## config.mk

```make
export PLATFORM = sky130hd
export DESIGN_NAME = keypad_scan_scheduler
export DESIGN_NICKNAME = d
export VERILOG_FILES = /design/src/rtl/keypad_scan_scheduler.sv
export SDC_FILE = /design/constraint.sdc
export NUM_CORES = 1
export LEC_CHECK = 0
export CORE_MARGIN = 3
export CORE_UTILIZATION = 60
export DETAILED_ROUTE_END_ITERATION = 10
export PLACE_DENSITY = 0.81
export REMOVE_ABC_BUFFERS = 1
export SYNTH_ARGS = -nofsm -noshare
export SYNTH_HDL_FRONTEND = slang
export SYNTH_SLANG_ARGS = --single-unit
```

## constraint.sdc

```tcl
create_clock -name clk -period 3.35 [get_ports clk]
set_input_delay 0.5025 -clock clk [delete_from_list [all_inputs] [get_ports clk]]
set_output_delay 0.5025 -clock clk [all_outputs]
set_load 0.05 [all_outputs]
```

## src/rtl/keypad_scan_scheduler.sv

```systemverilog
// keypad_scan_scheduler: 3x3 keypad column scanner, debouncer and event queue.
// Define KEYPAD_EVENT_FIFO_EN for a 4-deep event FIFO; otherwise one holding register.
module keypad_scan_scheduler #(
  parameter int CLK_DIV         = 50000,
  parameter int SETTLE_TICKS    = 2,
  parameter int DEBOUNCE_FRAMES = 3
) (
  input  logic       clk,
  input  logic       reset,
  input  logic       scan_enable,
  input  logic [2:0] row,
  output logic [2:0] column,
  output logic [3:0] key,
  output logic       key_valid,
  input  logic       key_ack,
  output logic       overflow
);

  typedef enum logic [1:0] {
    S_IDLE, S_DRIVE, S_SAMPLE, S_NEXT
  } state_t;

  // 4'hF can never be a real code since both indices stop at 2
  localparam logic [3:0]  NONE     = 4'hF;
  localparam logic [15:0] TICK_MAX = 16'(CLK_DIV - 1);
  localparam logic [3:0]  SETTLE_N = 4'(SETTLE_TICKS);
  localparam logic [3:0]  DEB_N    = 4'(DEBOUNCE_FRAMES);

  logic [15:0] r_tick_cnt;
  logic        w_tick;
  state_t      r_state, w_state_nx;
  logic [1:0]  r_col_idx, w_col_nx;
  logic [3:0]  r_settle, w_settle_nx;
  logic [3:0]  r_frame_key, w_frame;
  logic [3:0]  r_cand, r_stable, w_cnt_nx;
  logic        r_latch;
  logic [2:0]  w_hits;
  logic [1:0]  w_row_idx;
  logic        w_sample, w_frame_end;
  logic        w_event, w_release, w_pop;
  logic        r_ovf;

  assign w_tick = scan_enable && (r_tick_cnt == TICK_MAX);

  // Scan tick divider, held at zero while scanning is off
  always_ff @(posedge clk) begin
    if (reset || !scan_enable) r_tick_cnt <= '0;
    else if (w_tick)           r_tick_cnt <= '0;
    else                       r_tick_cnt <= r_tick_cnt + 16'd1;
  end

  // Scan FSM next-state and column/settle bookkeeping
  always_comb begin
    w_state_nx  = r_state;
    w_col_nx    = r_col_idx;
    w_settle_nx = r_settle;
    unique case (r_state)
      S_IDLE: if (scan_enable) begin
        w_state_nx  = S_DRIVE;
        w_col_nx    = 2'd0;
        w_settle_nx = 4'd0;
      end
      S_DRIVE: begin
        if (!scan_enable) w_state_nx = S_IDLE;
        else if (w_tick) begin
          w_settle_nx = r_settle + 4'd1;
          if (w_settle_nx == SETTLE_N) w_state_nx = S_SAMPLE;
        end
      end
      S_SAMPLE: w_state_nx = scan_enable ? S_NEXT : S_IDLE;
      S_NEXT: begin
        if (!scan_enable) w_state_nx = S_IDLE;
        else begin
          w_state_nx  = S_DRIVE;
          w_col_nx    = (r_col_idx == 2'd2) ? 2'd0 : r_col_idx + 2'd1;
          w_settle_nx = 4'd0;
        end
      end
      default: w_state_nx = S_IDLE;
    endcase
  end

  // Scan FSM state register
  always_ff @(posedge clk) begin
    if (reset) begin
      r_state   <= S_IDLE;
      r_col_idx <= 2'd0;
      r_settle  <= 4'd0;
    end else begin
      r_state   <= w_state_nx;
      r_col_idx <= w_col_nx;
      r_settle  <= w_settle_nx;
    end
  end

  assign column = (r_state == S_IDLE) ? 3'b111
                : ~(3'b001 << r_col_idx);

  assign w_sample    = (r_state == S_SAMPLE) && scan_enable;
  assign w_frame_end = w_sample && (r_col_idx == 2'd2);
  assign w_hits      = ~row;

  // Lowest asserted row wins within a column
  always_comb begin
    w_row_idx = 2'd2;
    if (w_hits[1]) w_row_idx = 2'd1;
    if (w_hits[0]) w_row_idx = 2'd0;
  end

  // Column 0 starts a fresh frame; an earlier column's hit takes priority
  always_comb begin
    w_frame = NONE;
    if (r_col_idx != 2'd0 && r_frame_key != NONE) w_frame = r_frame_key;
    else if (|w_hits) w_frame = {w_row_idx, r_col_idx};
  end

  // Partial frame accumulator
  always_ff @(posedge clk) begin
    if (reset)         r_frame_key <= NONE;
    else if (w_sample) r_frame_key <= w_frame;
  end

  always_comb begin
    w_cnt_nx = 4'd1;
    if (w_frame == r_cand)
      w_cnt_nx = (r_stable == DEB_N) ? r_stable : r_stable + 4'd1;
  end

  assign w_event   = w_frame_end && (w_cnt_nx == DEB_N)
                  && (w_frame != NONE) && !r_latch;
  assign w_release = w_frame_end && (w_cnt_nx == DEB_N)
                  && (w_frame == NONE);

  // Debounce candidate, stable count and press latch
  always_ff @(posedge clk) begin
    if (reset) begin
      r_cand   <= NONE;
      r_stable <= 4'd0;
      r_latch  <= 1'b0;
    end else begin
      if (w_frame_end) begin
        r_cand   <= w_frame;
        r_stable <= w_cnt_nx;
      end
      if (w_event)        r_latch <= 1'b1;
      else if (w_release) r_latch <= 1'b0;
    end
  end

  assign overflow = r_ovf;

`ifdef KEYPAD_EVENT_FIFO_EN
  logic [3:0] r_fifo [4];
  logic [1:0] r_rd, r_wr;
  logic [2:0] r_cnt;
  logic       w_full, w_push;

  assign w_pop     = (r_cnt != 3'd0) && key_ack;
  assign w_full    = (r_cnt == 3'd4);
  assign w_push    = w_event && (!w_full || w_pop);
  assign key       = r_fifo[r_rd];
  assign key_valid = (r_cnt != 3'd0);

  // Event FIFO; a push and a pop in one clk are both taken
  always_ff @(posedge clk) begin
    if (reset) begin
      for (int i = 0; i < 4; i++) r_fifo[i] <= 4'h0;
      r_rd  <= 2'd0;
      r_wr  <= 2'd0;
      r_cnt <= 3'd0;
      r_ovf <= 1'b0;
    end else begin
      if (w_push) begin
        r_fifo[r_wr] <= w_frame;
        r_wr         <= r_wr + 2'd1;
      end
      if (w_pop) r_rd <= r_rd + 2'd1;
      r_cnt <= r_cnt + {2'b0, w_push} - {2'b0, w_pop};
      r_ovf <= w_event && w_full && !w_pop;
    end
  end
`else
  logic [3:0] r_key;
  logic       r_valid;

  assign w_pop     = r_valid && key_ack;
  assign key       = r_key;
  assign key_valid = r_valid;

  // Single holding register; an acked slot may be refilled the same clk
  always_ff @(posedge clk) begin
    if (reset) begin
      r_key   <= 4'h0;
      r_valid <= 1'b0;
      r_ovf   <= 1'b0;
    end else begin
      r_ovf <= w_event && r_valid && !w_pop;
      if (w_event && (!r_valid || w_pop)) begin
        r_key   <= w_frame;
        r_valid <= 1'b1;
      end else if (w_pop) begin
        r_valid <= 1'b0;
      end
    end
  end
`endif

endmodule

```

# Yosys cells after proc, flatten, opt, wreduce, memory -nomap -nowiden
# Index checks and enable logic that the tools add are counted.
# totals
regBits	43
latchBits	0
ram_bits	0
rom_bits	0
input_bits	7
out_inout_bits	9
wordCells	93
n_memories	0
# op_classes
n_addsub	4
n_mul	0
div	0
magnitude_cmp	0
eq_ne	19
shifts	1
mux	26
bitwise	2
reduce_logical	30
# op_table
cell	n
4-bit 2-to-1 mux	7
2-bit 2-to-1 mux	10
16-bit by 1-bit adder with 16-bit output (second input constant)	1
16-bit == test (second input constant)	1
4-bit by 2-bit == test with 1-bit output (second input constant)	3
1-bit logical AND	12
2-bit nonzero test	5
4-bit by 1-bit adder with 4-bit output (second input constant)	2
2-bit != test (second input constant)	4
4-bit != test (second input constant)	2
2-bit one-hot mux with 4 select lines	1
4-bit one-hot mux with 2 select lines	1
2-bit == test (second input constant)	3
3-bit != test (second input constant)	2
3-bit inverter	2
3-bit AND reduction	2
1-bit 2-to-1 mux	5
4-bit == test	1
4-bit == test (second input constant)	1
1-bit zero test	4
2-bit one-hot mux with 2 select lines	1
4-bit AND reduction	1
2-bit OR reduction	2
3-bit 2-to-1 mux	1
7 further kinds	8

# Logic depth before layout (Yosys ltp)
# logic_depth
depth_word	13
mapped_depth	8

# Worst setup path before layout
# Ideal clock, no wire load.
# synth_path
kind	reg-to-reg
start	register r_stable[0]
end	register r_key[0], in the netlist key[0]
setup_time_ns	0.123
arrival_time_ns	1.792
required_time_ns	3.227
path_slack_ns	1.434
path_stages_with_launch	8
path_buffers	0
period_less_slack_ns	1.916
cell_sequence	dfxtp_1 ha_1 xor2_1 o32ai_1 nand2b_1 a211oi_2 nand4_2 mux2_1
# synth_between
elab_chain_cells	8
elab_cells_between_ends	9
classes_between	add/sub: 1; eq/ne: 2; mux: 2; reduce/logical: 4
# synth_rtl
item	line_no	rtl
from (decl)	35	logic [3:0] r_cand, r_stable, w_cnt_nx;
from (signal assigned)	143	r_stable <= w_cnt_nx;
4-bit by 1-bit adder with 4-bit output or 4-bit by 2-bit == test with 1-bit output (tied branches)	126	w_cnt_nx = (r_stable == DEB_N) ? r_stable : r_stable + 4'd1;
4-bit 2-to-1 mux (*)	126	
4-bit 2-to-1 mux (*)	125	if (w_frame == r_cand)
4-bit by 2-bit == test with 1-bit output (*)	129	assign w_event = w_frame_end && (w_cnt_nx == DEB_N)
1-bit logical AND (*)	129	
1-bit logical AND (*) (2 in a row)	130	&& (w_frame != NONE) && !r_latch;
1-bit logical AND (*)	198	if (w_event && (!r_valid || w_pop)) begin
to (signal assigned)	199	r_key <= w_frame;
to (decl)	183	logic [3:0] r_key;
# Mark *: on every way between the ends. The rest lies on a longest branch, timed or not.
# A chain may end at the register's enable or synchronous reset.

# Final worst setup path
# layout_path
start	register r_col_idx[1]
end	output column[0]
# layout_between
elab_chain_cells	3
# layout_rtl
item	line_no	rtl
from (decl)	32	logic [1:0] r_col_idx, w_col_nx;
from (signal assigned)	91	r_col_idx <= w_col_nx;
1-bit by 2-bit left shift with 3-bit output	97	: ~(3'b001 << r_col_idx);
3-bit inverter	97	
3-bit 2-to-1 mux	96	assign column = (r_state == S_IDLE) ? 3'b111
to (decl)	12	output logic [2:0] column,
# Every way passes these cells.

==> impl_metrics.py <==
metrics = {
    "layout": {
        "num-fill-cells": 290,
        "antenna_cells": 0,
        "multi_input_area_um2": 1463,
        "regArea_um2": 860.8,
        "fin_nets": 311,
        "layout-drive-gt1-share_pct": 9.459,
        "stdcell_count": 344,
        "syn_to_final_growth_pct": 10.93,
    },
    "yosys": {
        "ys_warn_count": 0,
        "synth_seq_cells": 43,
        "synthTopCellsByCount": "dfxtp_1, nor2_1, a21oi_1, nand2_1, inv_1",
        "yosysMostFrequentCell": "dfxtp_1",
        "avgSynthCellArea_um2": 8.577,
        "async_flop_share_pct": 0,
        "synth_area_leaders": "dfxtp_1, nor2_1, a21oi_1",
        "syn-instance-count": 283,
        "yosysSeqAreaShare_pct": 35.46,
        "synth_cell_types": 58,
        "syn-cell-area_um2": 2427,
        "synth.top_cell.area_share_pct": 35.46,
        "synth_edf_count": 0,
        "ys.flop_type": "dfxtp_1",
        "synth_area_leader_cell": "dfxtp_1",
    },
    "clock_tree": {
        "cts.sinks": 43,
        "numCtsBuffers": 5,
        "post_cts_buffers": 0,
        "clk_path_buf_depth": 2,
        "htree_levels": 2,
        "clkTransAtPathRegs_ns": 0.08,
        "root_buffer": "clkbuf_8",
        "cts-resized-gates": 0,
        "cts_tree": "yes",
        "clock_latency_ns": 0.29,
        "hold_buffers": 0,
    },
    "grt": {
        "grt_antenna_before_repair": 0,
        "track_usage_pct": 20.90,
        "grt_first_pass_wirelength_um": 8493,
        "grt_max_degree": 34,
        "grt_pass1_vias": 1871,
        "grt.overflow.total": 0,
    },
    "setup_path": {
        "worstSetupPathDepth": 3,
        "crit_path_start_kind": "flip-flop",
        "rr_worst_depth": 6,
        "cp_slowest_stage_delay_ns": 0.72,
        "reg2reg_from": "r_col_idx[1]",
        "crit_fanout": 11,
        "critPathRequiredTime_ns": 2.85,
        "crit_start": "r_col_idx[1]",
        "crit_slowest_cell": "clkdlybuf4s50_1",
        "path_class": "reg -> out",
        "critPathArrivalTime_ns": 2.12,
        "cp_top_family": "buffers and inverters",
        "crit_chain": "nor2_1 -> nand2_1 -> clkdlybuf4s50_1",
        "worstSetupEndpointType": "output port",
        "endpoint": "column[0]",
        "r2r-end": "key[1]",
        "path_buf_inv": 1,
        "ff2ff_setup_slack_ns": 1.06,
    },
    "timing": {
        "tns_ns": 0,
        "rsz0062_at_grt": "no",
        "max_freq_mhz": 380.7,
        "hold_viol": 0,
        "finalCritPeriodShare_pct": 78.41,
        "period_needed_ns": 2.627,
        "drv_slew": 0,
        "clock_skew_ns": 0.005531,
        "worst_slew_pin_slew_ns": 0.7135,
        "layout_setup_ws_ns": 0.7231,
        "relSlewSlack_pct": 52.26,
        "setup_violations": 0,
    },
    "routing": {
        "detail_route.wl_per_cell_um": 14.06,
        "firstDrtPassIters": 4,
        "route.detailed.drc": 0,
        "viasPerCell": 6.003,
        "routed_wl_um": 4838,
        "ant_nets": 0,
        "dr.first_iter.drc_count": 222,
        "num_vias": 2065,
    },
    "place": {
        "gp_congestion": 0.9052,
        "dp_hpwl_um": 3473,
        "io_buffer_count": 15,
        "post-place-ws_ns": 0.6346,
        "dp_cells": 337,
    },
    "power_and_ir_drop": {
        "power.density_nw_per_um2": 377.4,
        "peakVddDrop_mv": 0.2848,
        "cellLeakagePower_uw": 0.0009203,
    },
    "floorplanning": {
        "start_util_pct": 64.37,
        "fp.dieArea_um2": 4845,
        "rows": 22,
        "core_um2": 3771,
        "die_height_um": 69.61,
        "io_pins": 16,
        "die_x_um": 69.61,
    },
    "status": {
        "status": "complete, no violations",
    },
    "worst_hold_path": {
        "hold_path_class": "reg -> reg",
    },
    "flow_run": {
        "drv_cap": 0,
    },
}
flip-flops by register name, summed over array words and instances (netlist names):
signal       flops
r_tick_cnt      16
key              4
r_cand           4
r_frame_key      4
r_settle         4
r_stable         4
r_col_idx        2
r_state          2
key_valid        1
overflow         1
r_latch          1
power breakdown:
group / switching (µW) / internal, µW
clock network: 163 / 218
logic: 68.7 / 41.3
registers: 8.46 / 517
total: 240 / 776
how the worst min path moves through the flow:
stage | start | to | slack (ns) | depth (start not counted)
final | r_tick_cnt[0] | r_tick_cnt[0] | 0.44 | 1
after CTS | r_tick_cnt[0] | r_tick_cnt[0] | 0.45 | 1
after global routing | r_tick_cnt[0] | r_tick_cnt[0] | 0.48 | 1
after floorplan | r_tick_cnt[0] | r_tick_cnt[0] | 0.42 | 1
after detailed placement | r_tick_cnt[0] | r_tick_cnt[0] | 0.44 | 1
after global placement | r_tick_cnt[0] | r_tick_cnt[0] | 0.43 | 1
layout make-up:
| type | count | share of cell area [%] |
|---|---|---|
| clock buffers | 6 | 2.695 |
| clock inverters | 1 | 1.115 |
| inverters | 11 | 1.533 |
| multi-input cells | 218 | 54.32 |
| flip-flops and latches | 43 | 31.97 |
| well taps | 48 | 2.230 |
| repair buffers | 17 | 6.134 |
placed cells by master, fill, tap and decap left out, types with 9 or more instances in the layout:
cell	synthesis	routed
a21oi_1	21	21
clkdlybuf4s50_1	0	15
dfxtp_1	43	43
inv_1	11	11
nand2_1	16	16
nand2b_1	10	10
nand3_1	9	9
nor2_1	40	40
o21ai_0	9	9
xor2_1	10	10
routing by layer:
metal  GRT usage, %  vias up  wire, µm
li1               -     1045         -
met1          30.42      969      2459
met3          3.913        6       221
met5              0        -         0
met2          31.04       45      2101
met4          6.508        0        55
kinds of logic (layout without fill, tap and decap cells):
| kind of cell | Yosys count | count (layout) | share of synthesized area (%) |
|---|---|---|---|
| XOR/XNOR | 14 | 14 | 5.051 |
| AO/OA/AOI/OAI | 71 | 71 | 21.49 |
| flip-flops | 43 | 43 | 35.46 |
| buffers and inverters | 22 | 35 | 4.278 |
| adder cells (fa/ha/maj) | 8 | 8 | 4.124 |
| multiplexers | 6 | 6 | 2.680 |
| AND/OR/NAND/NOR | 119 | 119 | 26.91 |
per-stage QoR:
stage	area (µm²)	power (µW)	hold slack, ns	util [%]
floorplan	2365	607.1	0.4175	-
finish	2693	1016	0.4447	71.40
CTS	2693	1025	0.4520	71.40
global route	2693	1055	0.4842	71.40
global placement	2590	643.3	0.4333	68.68
detailed placement	2590	645.2	0.4393	68.68
Note: power is estimated with default switching activity, not from simulation.
==> RTL change 1: new RTL, same flow settings <==
Register the output `overflow` once more, cleared by the reset; this adds one clock of latency there. The other outputs are not delayed to match.
--- a/src/rtl/keypad_scan_scheduler.sv
+++ b/src/rtl/keypad_scan_scheduler.sv
@@ -147,7 +147,13 @@
     end
   end
 
-  assign overflow = r_ovf;
+  always_ff @(posedge clk) begin
+    if (reset) begin
+      overflow <= '0;
+    end else begin
+      overflow <= r_ovf;
+    end
+  end
 
 `ifdef KEYPAD_EVENT_FIFO_EN
   logic [3:0] r_fifo [4];
Check against the original RTL: same outputs for any inputs over 10 cycles, from zero or initial values and one cycle with reset high; that may be too few to reach the edited logic, so the function may still have changed.
==> RTL change 1 against the original RTL <==
- via count rose by 1.6%
- sequential cell count rose by 1
- maximum frequency rose by 1.2%
- routed wire length rose by 1.1%
- cell area rose by 0.42%
- synthesized area fell by 0.21%
- setup slack improved by 0.031 ns
- clock skew barely moved
- sequential power rose by 2%
- total power fell by 1.9%
- cell count fell by 0.58%
- sequential share of layout area rose by 0.61 points
- critical endpoint is now key[2]
==> RTL change 1: results (changes against the original RTL) <==
Parameter                              Value

Status
  Status    complete, no violations

Synthesis
  Number of different library cells in the post-synthesis netlist    59 (+1.7%)
  Xor/xnor cell area share of the yosys netlist    4.70% (-0.35 points)
  Adder-cell share of the synthesized area    4.13% (+0.0085 points)
  Number of warnings issued by yosys    0 (unchanged)
  Ys flop type    sky130_fd_sc_hd__dfxtp_1
  Synth top cells by count    sky130_fd_sc_hd__dfxtp_1 (44), sky130_fd_sc_hd__nor2_1 (37), sky130_fd_sc_hd__nand2_1 (15)
  Ranking of synthesized cells by area    sky130_fd_sc_hd__dfxtp_1 (36%), sky130_fd_sc_hd__nor2_1 (5.7%), sky130_fd_sc_hd__ha_1 (4.1%)
  Area fraction in compound gates after synthesis    19.9% (-1.6 points)
  Mux contribution to synthesized area    2.89% (+0.21 points)
  Share of the yosys chip area belonging to registers    36.4% (+0.90 points)

Layout
  Share of post-route cells with drive strength above 1    8.50% (-0.96 points)
  Number of nets in the layout    308 (-0.96%)
  Number of antenna repair diodes    0 (unchanged)
  Register ranked first by flip-flop count    r_tick_cnt

Pwr
  Pleak    0.953 nW (+3.6%)
  Net Switching    0.000261 W (+8.7%)
  Worst VDD drop    0.000301 V (+5.7%)

Setup path
  Critical R2R Launch    r_col_idx[0]
  Arrival time of data at the critical path endpoint    2.79 ns (+0.67 ns)
  Critical path fanouts, max    7 (-4)
  Worst r2r dst    key[2]
  Length in cells of the worst reg-to-reg path    6 (unchanged)
  Setup slack of the worst register-to-register path    0.81 ns (-0.25 ns)

Placed design
  HPWL reported at the end of detailed placement    3510 µm (+0.99%)
  RD Place Congestion    0.866 (-4.3%)
  Number of buffer cells added on primary ports    15 (unchanged)

Global route
  Total track usage    21.2% (+0.31 points)
  Global-route wire length before repair    8510 µm (+0.25%)
  Number of antenna violations at the first check in global routing    0 (unchanged)
  Vias in the first global route    1,879 (+0.43%)
  Largest net degree at the start of global routing    36 (+5.9%)

Hold path
  Endpoint of the worst hold-timing path    r_tick_cnt[0]
  Hold crit path type    flip-flop to flip-flop
  Depth of the worst hold-timing path    1 (unchanged)
  Startpoint of the worst hold path    r_tick_cnt[0]

Drt
  Via/cell ratio    6.13 (+2.2%)
  Final routed wire length divided by cell count    14.3 µm (+1.7%)
  Number of optimization iterations in the first detailed-route pass    4 (unchanged)
  Initial DRC Count    177 (-20%)

Clock tree
  Post-cts sizing count    0 (unchanged)
  Clock H-tree levels    2 (unchanged)
  Root buffer cell    sky130_fd_sc_hd__clkbuf_8
  Clock buffer depth    2 (unchanged)
  Insertion delay of the later-clocked pin in the worst-skew pair    0.30 ns
  Clock transition time at the flip-flop clock pins of the worst setup and hold paths    0.08 ns (about the same)

STA
  Pin slew with the least headroom to its limit    0.607 ns (-0.107 ns)
  Worst setup skew after layout    0.00527 ns (-0.000264 ns)
[RTL change 1: per-stage QoR]
stage / area (µm²) / instances / utilization [%] / hold WS [ns] / worst slack, ns
finish: 2700 / 342 / 71.7 / 0.456 / 0.754
floorplan: 2380 / 269 / - / 0.414 / 1.15
global route: 2700 / 342 / 71.7 / 0.479 / 0.668
detailed placement: 2610 / 334 / 69.1 / 0.444 / 0.431
global placement: 2610 / 334 / 69.1 / 0.417 / 0.524
CTS: 2700 / 342 / 71.7 / 0.460 / 0.767
[RTL change 1: final cells by class]
class                           instances  area, µm²
Sequential cell                        44        881
Clock buffer                            6       82.6
Tap cell                               48       60.1
Clock inverter                          2       15.0
Fill cell                             292       1070
Timing Repair Buffer                   17        165
Inverter                               11       41.3
Multi-Input combinational cell        214       1460
[RTL change 1: power groups by stage]
stage	Sequential (W)	Combinational [W]	Clock [W]
floorplan	0.000547	0.0000709	0
global placement	0.000548	0.000103	0
detailed placement	0.000548	0.000105	0
CTS	0.000536	0.000105	0.000366
global route	0.000537	0.000117	0.000388
finish	0.000536	0.000105	0.000355
[RTL change 1: worst max path at each step]
| stage | slack, ns | to | startpoint | cells past startpoint |
|---|---|---|---|---|
| after floorplan | 1.15 | key[0] | r_col_idx[0] | 6 |
| after global placement | 0.52 | key[1] | row[0] | 7 |
| after detailed placement | 0.43 | key[2] | row[0] | 7 |
| after CTS | 0.77 | key[3] | row[0] | 7 |
| after global routing | 0.67 | key[3] | row[2] | 7 |
| final | 0.75 | key[2] | row[0] | 7 |
[RTL change 1: routing by layer]
layer	global-route usage [%]	part of all wire, %
met1	29.9	50
met2	31.9	46
met3	5.51	3.4
met4	6.29	1.2
met5	0	0
[RTL change 1: worst max-delay path, stage by stage]
cell and delay, ns:
sky130_fd_sc_hd__clkdlybuf4s50_1 0.59, sky130_fd_sc_hd__and2_4 0.22, sky130_fd_sc_hd__a211oi_2 0.05, sky130_fd_sc_hd__a211o_1 0.31, sky130_fd_sc_hd__nor4_4 0.45, sky130_fd_sc_hd__and4_4 0.36
sky130_fd_sc_hd__mux2_4 0.30
[RTL change 1: logic make-up after synthesis]
kind of cell / count (synthesis)
AND/OR/NAND/NOR: 124
AO/OA/AOI/OAI: 64
flip-flops: 44
buffers and inverters: 21
XOR/XNOR: 13
adder cells (fa/ha/maj): 8
multiplexers: 5
==> RTL change 2: new RTL, same settings <==
Without the edit above. Build with the macro `KEYPAD_EVENT_FIFO_EN` defined.
--- a/src/rtl/keypad_scan_scheduler.sv
+++ b/src/rtl/keypad_scan_scheduler.sv
@@ -1,5 +1,7 @@
 // keypad_scan_scheduler: 3x3 keypad column scanner, debouncer and event queue.
 // Define KEYPAD_EVENT_FIFO_EN for a 4-deep event FIFO; otherwise one holding register.
+`define KEYPAD_EVENT_FIFO_EN
+
 module keypad_scan_scheduler #(
   parameter int CLK_DIV         = 50000,
   parameter int SETTLE_TICKS    = 2,
Behaviour: no difference found for any inputs over 10 cycles, from zero or initial values and one cycle with reset high; that may be too few to reach the edited logic, so the function may still have changed.
==> RTL change 2 against the original RTL <==
- sequential cell count rose by 20
- critical endpoint is now r_cnt[2]
- synthesized area increased by 36%
- hold slack better by 0.027 ns
- total power up 49%
- cell area grew 40%
- routed wire length up 33%
- via count is 24% higher
- setup slack lost 0.52 ns
==> RTL change 2: results (changes against the original RTL) <==
Parameter                              Value

Placed design
  Placed Instance Area    0.00358 mm² (+38%)
  RD Place Congestion    0.919 (+1.5%)
  HPWL reported at the end of detailed placement    4640 µm (+34%)

Layout
  Share of post-route cells with drive strength above 1    12.9% (+3.5 points)

Synthesis
  Area fraction in compound gates after synthesis    15.7% (-5.8 points)
  Number of different library cells in the post-synthesis netlist    64 (+10%)
  Xor/xnor cell area share of the yosys netlist    5.32% (+0.27 points)
  Synth top cells by count    sky130_fd_sc_hd__dfxtp_1 (47), sky130_fd_sc_hd__nor2_1 (35), sky130_fd_sc_hd__and3_1 (26)
  Number of flops mapped to enable cells by yosys    16 (+16)
  Share of the yosys chip area belonging to registers    43.1% (+7.7 points)
  Adder-cell share of the synthesized area    4.41% (+0.28 points)
  Ranking of synthesized cells by area    sky130_fd_sc_hd__dfxtp_1 (29%), sky130_fd_sc_hd__edfxtp_1 (15%), sky130_fd_sc_hd__and3_1 (4.9%)
  Mux contribution to synthesized area    3.04% (+0.36 points)

Clock tree
  Sinks on Clock Net    63 (+47%)
  Clock buffer count from CTS    9 (+4)
  Clock transition time at the flip-flop clock pins of the worst setup and hold paths    0.06 ns (-0.02 ns)

Setup path
  Critical Setup Path Class    input pin to flip-flop
  Kind of cell adding the most delay to the critical path    compound AO/OA/AOI/OAI gates
  Critical R2R Launch    r_stable[0]
  Worst r2r dst    r_cnt[2]
  Setup slack of the worst register-to-register path    0.23 ns (-0.83 ns)
  Startpoint of the worst setup timing path    row[1]
  Arrival time of data at the critical path endpoint    3.38 ns (+1.26 ns)

Die
  Die Footprint    0.00642 mm² (+32%)

Pwr
  Pleak    1.49 nW (+62%)
  Net Switching    0.000377 W (+57%)

Global route
  Vias in the first global route    2,402 (+28%)
  Largest net degree at the start of global routing    18 (-47%)
  Total track usage    22.1% (+1.1 points)

Drt
  Number of optimization iterations in the first detailed-route pass    5 (+1)
  Wire length reported by the detailed router    6420 µm (+33%)
  Via count    2,566 (+24%)
  Initial DRC Count    171 (-23%)

Status
  Status    complete, no violations
RTL change 2: kinds of logic after synthesis:
logic type | Yosys count
and+or+nand+nor | 139
AOI/OAI and AO/OA | 64
DFF | 63
buffers and inverters | 33
xor gates and xnor gates | 20
adders and majority gates | 11
muxes | 5
RTL change 2: timing repair:
action | in CTS | in global routing
gates resized for setup | 0 | 2
endpoints found under the setup margin | 0 | 1
hold endpoints to repair | 0 | 0
setup buffers | 0 | 0
RTL change 2: layout make-up:
cell class | instances | area [µm²]
Multi-Input combinational cell | 239 | 1720
Fill cell | 412 | 1450
Sequential cell | 63 | 1420
Timing Repair Buffer | 33 | 285
Clock buffer | 12 | 145
Tap cell | 70 | 87.6
Inverter | 20 | 75.1
Clock inverter | 4 | 22.5
RTL change 2: per-stage QoR:
| step | TNS (ns) | setup WS, ns | std cells |
|---|---|---|---|
| floorplan | -0.0500 | -0.0500 | 322 |
| global placement | -0.100 | -0.100 | 425 |
| detailed placement | -0.212 | -0.207 | 425 |
| CTS | 0 | 0.156 | 441 |
| global route | 0 | 0.0131 | 441 |
| finish | 0 | 0.202 | 441 |
RTL change 2: worst min-delay path by stage:
stage                     to          start  slack (ns)  cells after the start
2_1_floorplan  r_tick_cnt[0]  r_tick_cnt[0]        0.41                      1
3_3_place_gp   r_tick_cnt[0]  r_tick_cnt[0]        0.42                      1
3_5_place_dp   r_tick_cnt[0]  r_tick_cnt[0]        0.45                      1
4_1_cts        r_tick_cnt[0]  r_tick_cnt[0]        0.48                      1
5_1_grt        r_tick_cnt[0]  r_tick_cnt[0]        0.50                      1
6_report       r_tick_cnt[0]  r_tick_cnt[0]        0.47                      1
RTL change 2: power by group through the flow:
stage / clock network [W] / registers, W / logic (W)
3_5_place_dp: 0 / 0.000822 / 0.000135
4_1_cts: 0.000581 / 0.000805 / 0.000136
6_report: 0.000568 / 0.000805 / 0.000138
2_1_floorplan: 0 / 0.000818 / 0.0000845
3_3_place_gp: 0 / 0.000820 / 0.000132
5_1_grt: 0.000619 / 0.000806 / 0.000150
RTL change 2: routing by layer:
metal	share of wire [%]	wire [µm]	up-vias	global-route usage [%]
li1	-	-	1294	-
met2	48	3110	54	36.4
met4	2.0	129	0	8.61
met1	45	2900	1202	26.6
met3	4.4	285	16	7.17
met5	0	0	-	0
